===== config.mk =====
export PLATFORM = sky130hd
export DESIGN_NAME = coin_dispenser
export DESIGN_NICKNAME = d
export VERILOG_FILES = /design/src/rtl/coin_dispenser.sv
export SDC_FILE = /design/constraint.sdc
export NUM_CORES = 1
export LEC_CHECK = 0
export ABC_AREA = 1
export BUFFER_PORTS_ARGS = -buffer_cell sky130_fd_sc_hd__buf_2
export CORE_UTILIZATION = 59
export DETAILED_ROUTE_END_ITERATION = 7
export PLACE_DENSITY = 0.81
export SYNTH_ARGS = -nofsm -noshare
export SYNTH_HDL_FRONTEND = slang
export SYNTH_SLANG_ARGS = --single-unit
export TNS_END_PERCENT = 10

===== constraint.sdc =====
create_clock -name clk -period 5.6 [get_ports clk]
set_clock_uncertainty 0.05 [all_clocks]
set_input_delay 1.12 -clock clk [delete_from_list [all_inputs] [get_ports clk]]
set_output_delay 1.12 -clock clk [all_outputs]
set_load 0.02 [all_outputs]

===== src/rtl/coin_dispenser.sv =====
// coin_dispenser: returns a requested amount of money as a sequence of coins,
// always offering the largest in-stock coin that still fits the remainder.
// Keeps a saturating stock counter per coin and reports any amount it could
// not pay out.
//
// Optional feature macro: DISPENSE_TIMEOUT_EN
//   defined   : a coin offer that the hopper has not taken after TIMEOUT_CYCLES
//               cycles is withdrawn, o_fault pulses and the request ends with
//               the unpaid remainder as shortfall.
//   undefined : the dispenser waits on the hopper indefinitely, o_fault = 0.
//
// Ports
//   clk, reset        rising-edge clock, asynchronous active-high reset
//   i_return_req      one-cycle request (accepted only while idle)
//   i_return_amount   amount to return, sampled with i_return_req
//   i_refill          +1 stock for each asserted bit, every cycle
//   i_coin_ready      hopper takes the coin currently offered
//   o_coin_valid      a coin is being offered to the hopper
//   o_coin_sel        one-hot index of the offered coin (0 when not valid)
//   o_busy            a request is in progress
//   o_done            one-cycle pulse at the end of a request
//   o_returned_total  amount paid out for the current/last request
//   o_shortfall       unpaid remainder of the last request
//   o_empty           bit k set while coin k is out of stock
//   o_fault           one-cycle hopper timeout pulse
module coin_dispenser #(
  parameter int NUM_COINS      = 3,
  parameter int TOTAL_BITS     = 31,
  parameter int COIN_VAL_0     = 100,
  parameter int COIN_VAL_1     = 500,
  parameter int COIN_VAL_2     = 1000,
  parameter int STOCK_BITS     = 8,
  parameter int INIT_STOCK     = 8,
  parameter int TIMEOUT_CYCLES = 16
) (
  input  logic                  clk,
  input  logic                  reset,
  input  logic                  i_return_req,
  input  logic [TOTAL_BITS-1:0] i_return_amount,
  input  logic [NUM_COINS-1:0]  i_refill,
  input  logic                  i_coin_ready,
  output logic                  o_coin_valid,
  output logic [NUM_COINS-1:0]  o_coin_sel,
  output logic                  o_busy,
  output logic                  o_done,
  output logic [TOTAL_BITS-1:0] o_returned_total,
  output logic [TOTAL_BITS-1:0] o_shortfall,
  output logic [NUM_COINS-1:0]  o_empty,
  output logic                  o_fault
);

  typedef enum logic [1:0] {IDLE, SELECT, DISPENSE, DONE} state_t;

  localparam logic [STOCK_BITS-1:0] STOCK_MAX = '1;

  function automatic logic [TOTAL_BITS-1:0] coin_val(input int k);
    case (k)
      0:       coin_val = TOTAL_BITS'(COIN_VAL_0);
      1:       coin_val = TOTAL_BITS'(COIN_VAL_1);
      default: coin_val = TOTAL_BITS'(COIN_VAL_2);
    endcase
  endfunction

  state_t                  state_q, state_d;
  logic [TOTAL_BITS-1:0]   remaining_q, remaining_d;
  logic [TOTAL_BITS-1:0]   total_q, total_d;
  logic [TOTAL_BITS-1:0]   shortfall_q, shortfall_d;
  logic [NUM_COINS-1:0]    sel_q, sel_d;
  logic                    valid_q, valid_d;
  logic                    done_q, done_d;
  logic [STOCK_BITS-1:0]   stock_q [NUM_COINS];
  logic [STOCK_BITS-1:0]   stock_d [NUM_COINS];

  logic [NUM_COINS-1:0]    pick_oh;
  logic                    pick_found;
  logic [TOTAL_BITS-1:0]   sel_val;
  logic                    accept;
  logic                    timeout_hit;

  assign accept = valid_q & i_coin_ready;

  // Ascending scan: the last coin that fits and is stocked wins, i.e. the highest.
  always_comb begin
    pick_oh    = '0;
    pick_found = 1'b0;
    for (int k = 0; k < NUM_COINS; k++) begin
      if (coin_val(k) <= remaining_q && stock_q[k] != '0) begin
        pick_oh    = '0;
        pick_oh[k] = 1'b1;
        pick_found = 1'b1;
      end
    end
  end

  always_comb begin
    sel_val = '0;
    for (int k = 0; k < NUM_COINS; k++) begin
      if (sel_q[k]) sel_val = sel_val | coin_val(k);
    end
  end

`ifdef DISPENSE_TIMEOUT_EN
  localparam int CNT_BITS = $clog2(TIMEOUT_CYCLES + 1);
  logic [CNT_BITS-1:0] wait_cnt_q, wait_cnt_d;

  // The wait counter holds the number of completed idle-hopper cycles; the
  // offer is abandoned at the edge that ends the TIMEOUT_CYCLES-th one.
  assign timeout_hit = (state_q == DISPENSE) && !i_coin_ready &&
                       (wait_cnt_q == CNT_BITS'(TIMEOUT_CYCLES - 1));

  always_comb begin
    wait_cnt_d = '0;
    if (state_q == DISPENSE && !i_coin_ready && !timeout_hit)
      wait_cnt_d = wait_cnt_q + 1'b1;
  end

  always_ff @(posedge clk or posedge reset) begin
    if (reset) wait_cnt_q <= '0;
    else       wait_cnt_q <= wait_cnt_d;
  end

  assign o_fault = timeout_hit;
`else
  assign timeout_hit = 1'b0;
  // TIMEOUT_CYCLES only matters in timeout builds; the term is constant zero.
  assign o_fault = 1'b0 & (TIMEOUT_CYCLES == 0);
`endif

  always_comb begin
    state_d     = state_q;
    remaining_d = remaining_q;
    total_d     = total_q;
    shortfall_d = shortfall_q;
    sel_d       = sel_q;
    valid_d     = valid_q;
    done_d      = 1'b0;
    case (state_q)
      IDLE: begin
        if (i_return_req) begin
          remaining_d = i_return_amount;
          total_d     = '0;
          shortfall_d = '0;
          state_d     = SELECT;
        end
      end
      SELECT: begin
        if (pick_found) begin
          sel_d   = pick_oh;
          valid_d = 1'b1;
          state_d = DISPENSE;
        end else begin
          shortfall_d = remaining_q;
          done_d      = 1'b1;
          state_d     = DONE;
        end
      end
      DISPENSE: begin
        if (accept) begin
          // Selected coin never exceeds remaining, so this cannot wrap.
          remaining_d = remaining_q - sel_val;
          total_d     = total_q + sel_val;
          valid_d     = 1'b0;
          sel_d       = '0;
          state_d     = SELECT;
        end else if (timeout_hit) begin
          valid_d     = 1'b0;
          sel_d       = '0;
          shortfall_d = remaining_q;
          done_d      = 1'b1;
          state_d     = DONE;
        end
      end
      DONE:    state_d = IDLE;
      default: state_d = IDLE;
    endcase
  end

  // A refill and a dispense of the same coin in one cycle cancel out.
  always_comb begin
    for (int k = 0; k < NUM_COINS; k++) begin
      stock_d[k] = stock_q[k];
      if (accept && sel_q[k] && !i_refill[k])
        stock_d[k] = stock_q[k] - 1'b1;
      else if (!(accept && sel_q[k]) && i_refill[k] && stock_q[k] != STOCK_MAX)
        stock_d[k] = stock_q[k] + 1'b1;
    end
  end

  always_ff @(posedge clk or posedge reset) begin
    if (reset) begin
      state_q     <= IDLE;
      remaining_q <= '0;
      total_q     <= '0;
      shortfall_q <= '0;
      sel_q       <= '0;
      valid_q     <= 1'b0;
      done_q      <= 1'b0;
      for (int k = 0; k < NUM_COINS; k++) stock_q[k] <= STOCK_BITS'(INIT_STOCK);
    end else begin
      state_q     <= state_d;
      remaining_q <= remaining_d;
      total_q     <= total_d;
      shortfall_q <= shortfall_d;
      sel_q       <= sel_d;
      valid_q     <= valid_d;
      done_q      <= done_d;
      for (int k = 0; k < NUM_COINS; k++) stock_q[k] <= stock_d[k];
    end
  end

  always_comb begin
    for (int k = 0; k < NUM_COINS; k++) o_empty[k] = (stock_q[k] == '0);
  end

  assign o_coin_valid     = valid_q;
  assign o_coin_sel       = sel_q;
  assign o_busy           = (state_q != IDLE);
  assign o_done           = done_q;
  assign o_returned_total = total_q;
  assign o_shortfall      = shortfall_q;

endmodule


**Word-level counts from Yosys, hierarchy flattened**

Index checks and enable logic that the tools add are counted.

- Register bits: 124
- Input port bits: 38
- Output and inout port bits: 72
- Logic and storage cells: 110

- Add/sub/neg operators: 8
- Magnitude comparators: 3
- Equality and inequality tests: 10
- Mux-type cells: 37
- Bitwise operators: 3
- Reduce and logical (&&, ||, !) cells: 39

Operators with widths:

| kind | count |
|---|---|
| $mux 31 | 9 |
| $pmux 31 s2 | 3 |
| $or 31x31->31 | 2 |
| $mux 8 | 6 |
| $add 31x31->31 | 1 |
| $le 10x31->1 const A | 1 |
| $le 7x31->1 const A | 1 |
| $le 9x31->1 const A | 1 |
| $sub 31x31->31 | 1 |
| $add 8x1->8 const B | 3 |
| $logic_not 8->1 | 3 |
| $ne 8x8->1 const B | 3 |
| $reduce_bool 8->1 | 3 |
| $sub 8x1->8 const B | 3 |
| $logic_and 1x1->1 | 15 |
| $reduce_bool 2->1 | 7 |
| $mux 1 | 9 |
| $mux 3 | 3 |
| $reduce_and 3->1 | 3 |
| $ne 2x2->1 const B | 4 |
| $pmux 2 s4 | 1 |
| $mux 7 | 1 |
| $logic_not 1->1 | 6 |
| $mux 2 | 3 |
| 7 further kinds | 8 |

**Longest topological paths before layout**

- Word-level depth: 8
- Gate-level depth with buffers: 16
- Mapped depth without buffers: 16

**Worst setup path after synthesis**

Ideal clock, no wire load.

- Path kind: input to register
- Start point: input port i_coin_ready
- End point: register stock_q[6] in the netlist's numbering
- Setup time: 83 ps
- Data arrival time: 2944 ps
- Data required time: 5467 ps
- Slack: 2522 ps
- Stages: 10
- Path buffers: 0
- Cells stage by stage: nand2_1 -> nor3_1 -> inv_1 -> fa_1 -> o21ai_0 -> nand2_1 -> nand2_1 -> a21oi_1 -> xor2_1 -> o21ai_0

- Cells in the longest elaborated chain, start to end: 6
- Elaborated cells between the ends (all ways): 8
- Classes of those cells: mux: 1; bitwise: 1; reduce/logical: 6

RTL lines:

| item | line | source |
|---|---|---|
| start, declared | 41 | `input logic i_coin_ready,` |
| $and 1x1->1 (*) | 80 | `assign accept = valid_q & i_coin_ready;` |
| $logic_and 1x1->1 (*) | 182, 184 |  |
| $logic_not 1->1 | 184 | `else if (!(accept && sel_q[k]) && i_refill[k] && stock_q[k] != STOCK_MAX)` |
| $logic_and 1x1->1 (2 in series) | 184 |  |
| $reduce_bool 2->1 (no line) | -- |  |
| end, declared | 71 | `logic [STOCK_BITS-1:0] stock_q [NUM_COINS];` |

Mark *: on every way between the ends. The rest lies on a longest branch, timed or not.
A chain may end at the register's enable or synchronous reset.

**Worst setup path after layout**

Same ends and word-level chain as after synthesis.

==> flow_summary.ini <==
[synthesis]
area_of_the_mapped_netlist_um2 = 8460
synth_cell_type_count = 47
ys_top_cells_by_area = sky130_fd_sc_hd__dfrtp_1 35%, sky130_fd_sc_hd__nand2_1 16%, sky130_fd_sc_hd__nand3_1 6.8%, sky130_fd_sc_hd__nor2_1 6.4%, sky130_fd_sc_hd__inv_1 6.3%
syn-instance-count = 1224
synth_seq_cells = 122
synth-edff-count = 0
ys_async_sr_fraction_pct = 100
ys.warnings.count = 0
synth.yosys.seq_area_share_pct = 36.1
synth_largest_type_area_fraction_pct = 35.2
syn_area_per_cell_um2 = 6.91
synthFlopType = sky130_fd_sc_hd__dfrtp_1
synth_area_leader_cell = sky130_fd_sc_hd__dfrtp_1

[sta]
maxSlewViolCount = 0
post-route-period-util_pct = 58.7
setup_repair_after_global_routing_missed_its_margin = no
timing.final.hold_violations = 0
finalWorstSetupSlack_ns = 2.31
layout_min_cycle_time_ns = 3.29
setup_total_negative_slack_ns = 0
tightest_slew_ns = 1.09
max-slew-margin-rel_pct = 27.0
max_clock_freq_ghz = 0.304
setup_viol_count_final = 0

[setup_path]
setup.worst_path.start_class = input pin
timing.critical_path.arrival_ns = 3.59
path_class = in -> reg
cpLargestDelayFamily = simple AND/OR/NAND/NOR gates
crit_path_top_delay_cell = sky130_fd_sc_hd__nor3_1
end_kind = flip-flop
critical-path-top-cell-by-count = sky130_fd_sc_hd__nand2_1
critical-path-max-stage-delay_ns = 0.78
timing.critical_path.buf_inv = 2
data_required_time_at_the_worst_endpoint_ns = 5.90
worstPathMaxFanout = 8
critical_path.cell_chain = buf_2 -> nand2_1 -> nor3_1 -> inv_1 -> fa_1 -> o21ai_0 -> nand2_1 -> nand2_1 -> a21oi_1 -> xor2_1 -> o21ai_0

[clocking]
clock_path_buffers = 2
post_cts.resized_instances = 0
cts.root.buffer_cell = sky130_fd_sc_hd__clkbuf_16
cts_tree = yes
post-cts-setup-buffer-count = 0
cts_hold_repair.buffers = 0
cts-buffers-inserted = 17
clkSinkCount = 122
cts_max_level = 4
cts.clk_slew.worst_paths_ns = 0.06
worst_skew_pair.late_latency_ns = 0.43

[drt]
routed-via-count = 8496
drt-wirelength-per-cell_um = 15.1
drt_iter0_drc = 732
drtPass1Iterations = 5
detailed_route_wl_um = 22900
ant_nets = 0
drcViolationCount = 0
avgViaCountPerCell = 5.60

[grt]
grt_start_max_net_pins = 83
antenna_found_initial = 0
globalRouteTotalUtil_pct = 32.6
grt_pass1_vias = 7877
grt_overflow = 0
grt_first_pass_wirelength_um = 37800

[floorplan]
ios = 110
placeableCoreArea_um2 = 13900
die_height_um = 122
fp.dieArea_um2 = 14800
die_w_um = 122
floorplan.initialDensity_pct = 60.7
placementRows = 43

[place]
worst_slack_placed_ns = 1.99
hpwl_um = 16300
dpl_cell_area_um2 = 9090
portBuffers = 106
gp_routability_congestion = 0.931

[finish]
area_growth_pct = 15.1
antennaDiodeCount = 0
design_area_um2 = 9730
seq_area_um2 = 3060
final_layout_size_suffix_gt1_share_pct = 15.3
fin_nets = 1398
n_fill_cell = 1164
multiInputGateArea_um2 = 4680

[power_and_ir_drop]
static_leakage_power_uw = 0.00510
ir_worst_vdd_mv = 0.299
power.density_cell_area_nw_per_um2 = 544

[worst_hold_path]
worst_hold_path_type = reg -> reg

[run]
max-cap-violations = 0

[status]
outcome = completed
through the flow:
| stage | cells | util (%) | total power, uW | hold slack (ns) |
|---|---|---|---|---|
| final | 1518 | 69.8 | 5290 | 0.440 |
| after global routing | 1518 | 69.8 | 5690 | 0.475 |
| after CTS | 1518 | 69.8 | 5260 | 0.446 |
| after detailed placement | 1486 | 65.2 | 4030 | 0.433 |
| after global placement | 1486 | 65.2 | 3960 | 0.426 |
| after floorplan | 1226 | - | 3370 | 0.419 |
state kept, by name (all words and copies together), names as in the netlist:
| signal | flops |
|---|---|
| state_q | 2 |
| o_shortfall | 31 |
| o_coin_valid | 1 |
| o_coin_sel | 3 |
| remaining_q | 31 |
| stock_q | 24 |
| o_returned_total | 29 |
| o_done | 1 |
metal layers:
metal | share of wire (%) | wire (um) | global-route usage (%) | vias up
li1 | - | - | - | 4179
met1 | 43 | 9900 | 42.7 | 3923
met2 | 47 | 10800 | 53.1 | 342
met3 | 7.0 | 1610 | 5.48 | 52
met4 | 2.5 | 584 | 13.9 | 0
met5 | 0 | 0 | 0 | -
power by group:
part / total [uW] / internal [uW] / switching, uW
Sequential: 1520 / 1200 / 317
Clock: 1210 / 797 / 416
Combinational: 2560 / 770 / 1790
cells by family after synthesis:
family	synth area share (%)
buffers and inverters	8.67
other	0.0443
flip-flops	36.1
XOR/XNOR	1.76
adder cells (fa/ha/maj)	5.62
AO/OA/AOI/OAI	8.99
AND/OR/NAND/NOR	38.8
layout by cell type, fill, tap and decap left out, drive strengths merged, types with 5 or more instances in the layout:
cell and instances:
a21oi 29, o21bai 7, xor2 13, buf 111, nand2 382, dfrtp 119
o21ai 71, nor4 10, inv 146, clkbuf 19, ha 30, clkinv 9
bufinv 5, o211ai 10, nand3 116, nor3 19, fa 5, nor2 156
nand4 43
cell type report:
class                   instances  area share, %
multi-input cells             924           48.1
flip-flops and latches        122           31.4
repair buffers                111           5.84
inverters                     149           5.77
clock buffers                  19           4.55
well taps                     180           2.31
clock inverters                13           2.04
final timing paths:
path | cells after the start | start | to | slack (ns)
worst max-delay path | 11 | i_coin_ready | stock_q[6]$_DFFE_PP0P_ | 2.31
worst min register to register | 2 | o_shortfall[26]$_DFFE_PP0P_ | o_shortfall[26]$_DFFE_PP0P_ | 0.44
worst min-delay path | 2 | o_shortfall[26]$_DFFE_PP0P_ | o_shortfall[26]$_DFFE_PP0P_ | 0.44
worst max register to register | 10 | o_coin_sel[2]$_DFFE_PP0P_ | stock_q[6]$_DFFE_PP0P_ | 2.38
max in group asynchronous | 3 | reset | o_shortfall[8]$_DFFE_PP0P_ | 3.81
min in group asynchronous | 3 | reset | stock_q[21]$_DFFE_PP0P_ | 0.78
synth_stat cells, types with 7 or more instances:
master	instances
sky130_fd_sc_hd__buf_2	9
sky130_fd_sc_hd__o21bai_1	7
sky130_fd_sc_hd__inv_1	141
sky130_fd_sc_hd__o21ai_0	67
sky130_fd_sc_hd__xor2_1	13
sky130_fd_sc_hd__nand3_1	115
sky130_fd_sc_hd__nor2_1	144
sky130_fd_sc_hd__a21oi_1	29
sky130_fd_sc_hd__nor3_1	18
sky130_fd_sc_hd__dfrtp_1	119
sky130_fd_sc_hd__o211ai_1	10
sky130_fd_sc_hd__clkbuf_1	12
sky130_fd_sc_hd__nand4_1	42
sky130_fd_sc_hd__nand2_2	27
sky130_fd_sc_hd__ha_1	30
sky130_fd_sc_hd__nand2_1	350
sky130_fd_sc_hd__nor2_2	8
sky130_fd_sc_hd__nor4_1	9
worst min-delay path, stage by stage (launching register included):
cell	delay, ns
sky130_fd_sc_hd__dfrtp_1	0.33
sky130_fd_sc_hd__nand3_1	0.07
sky130_fd_sc_hd__nand2_1	0.05
Note: power is estimated with default switching activity, not from simulation.
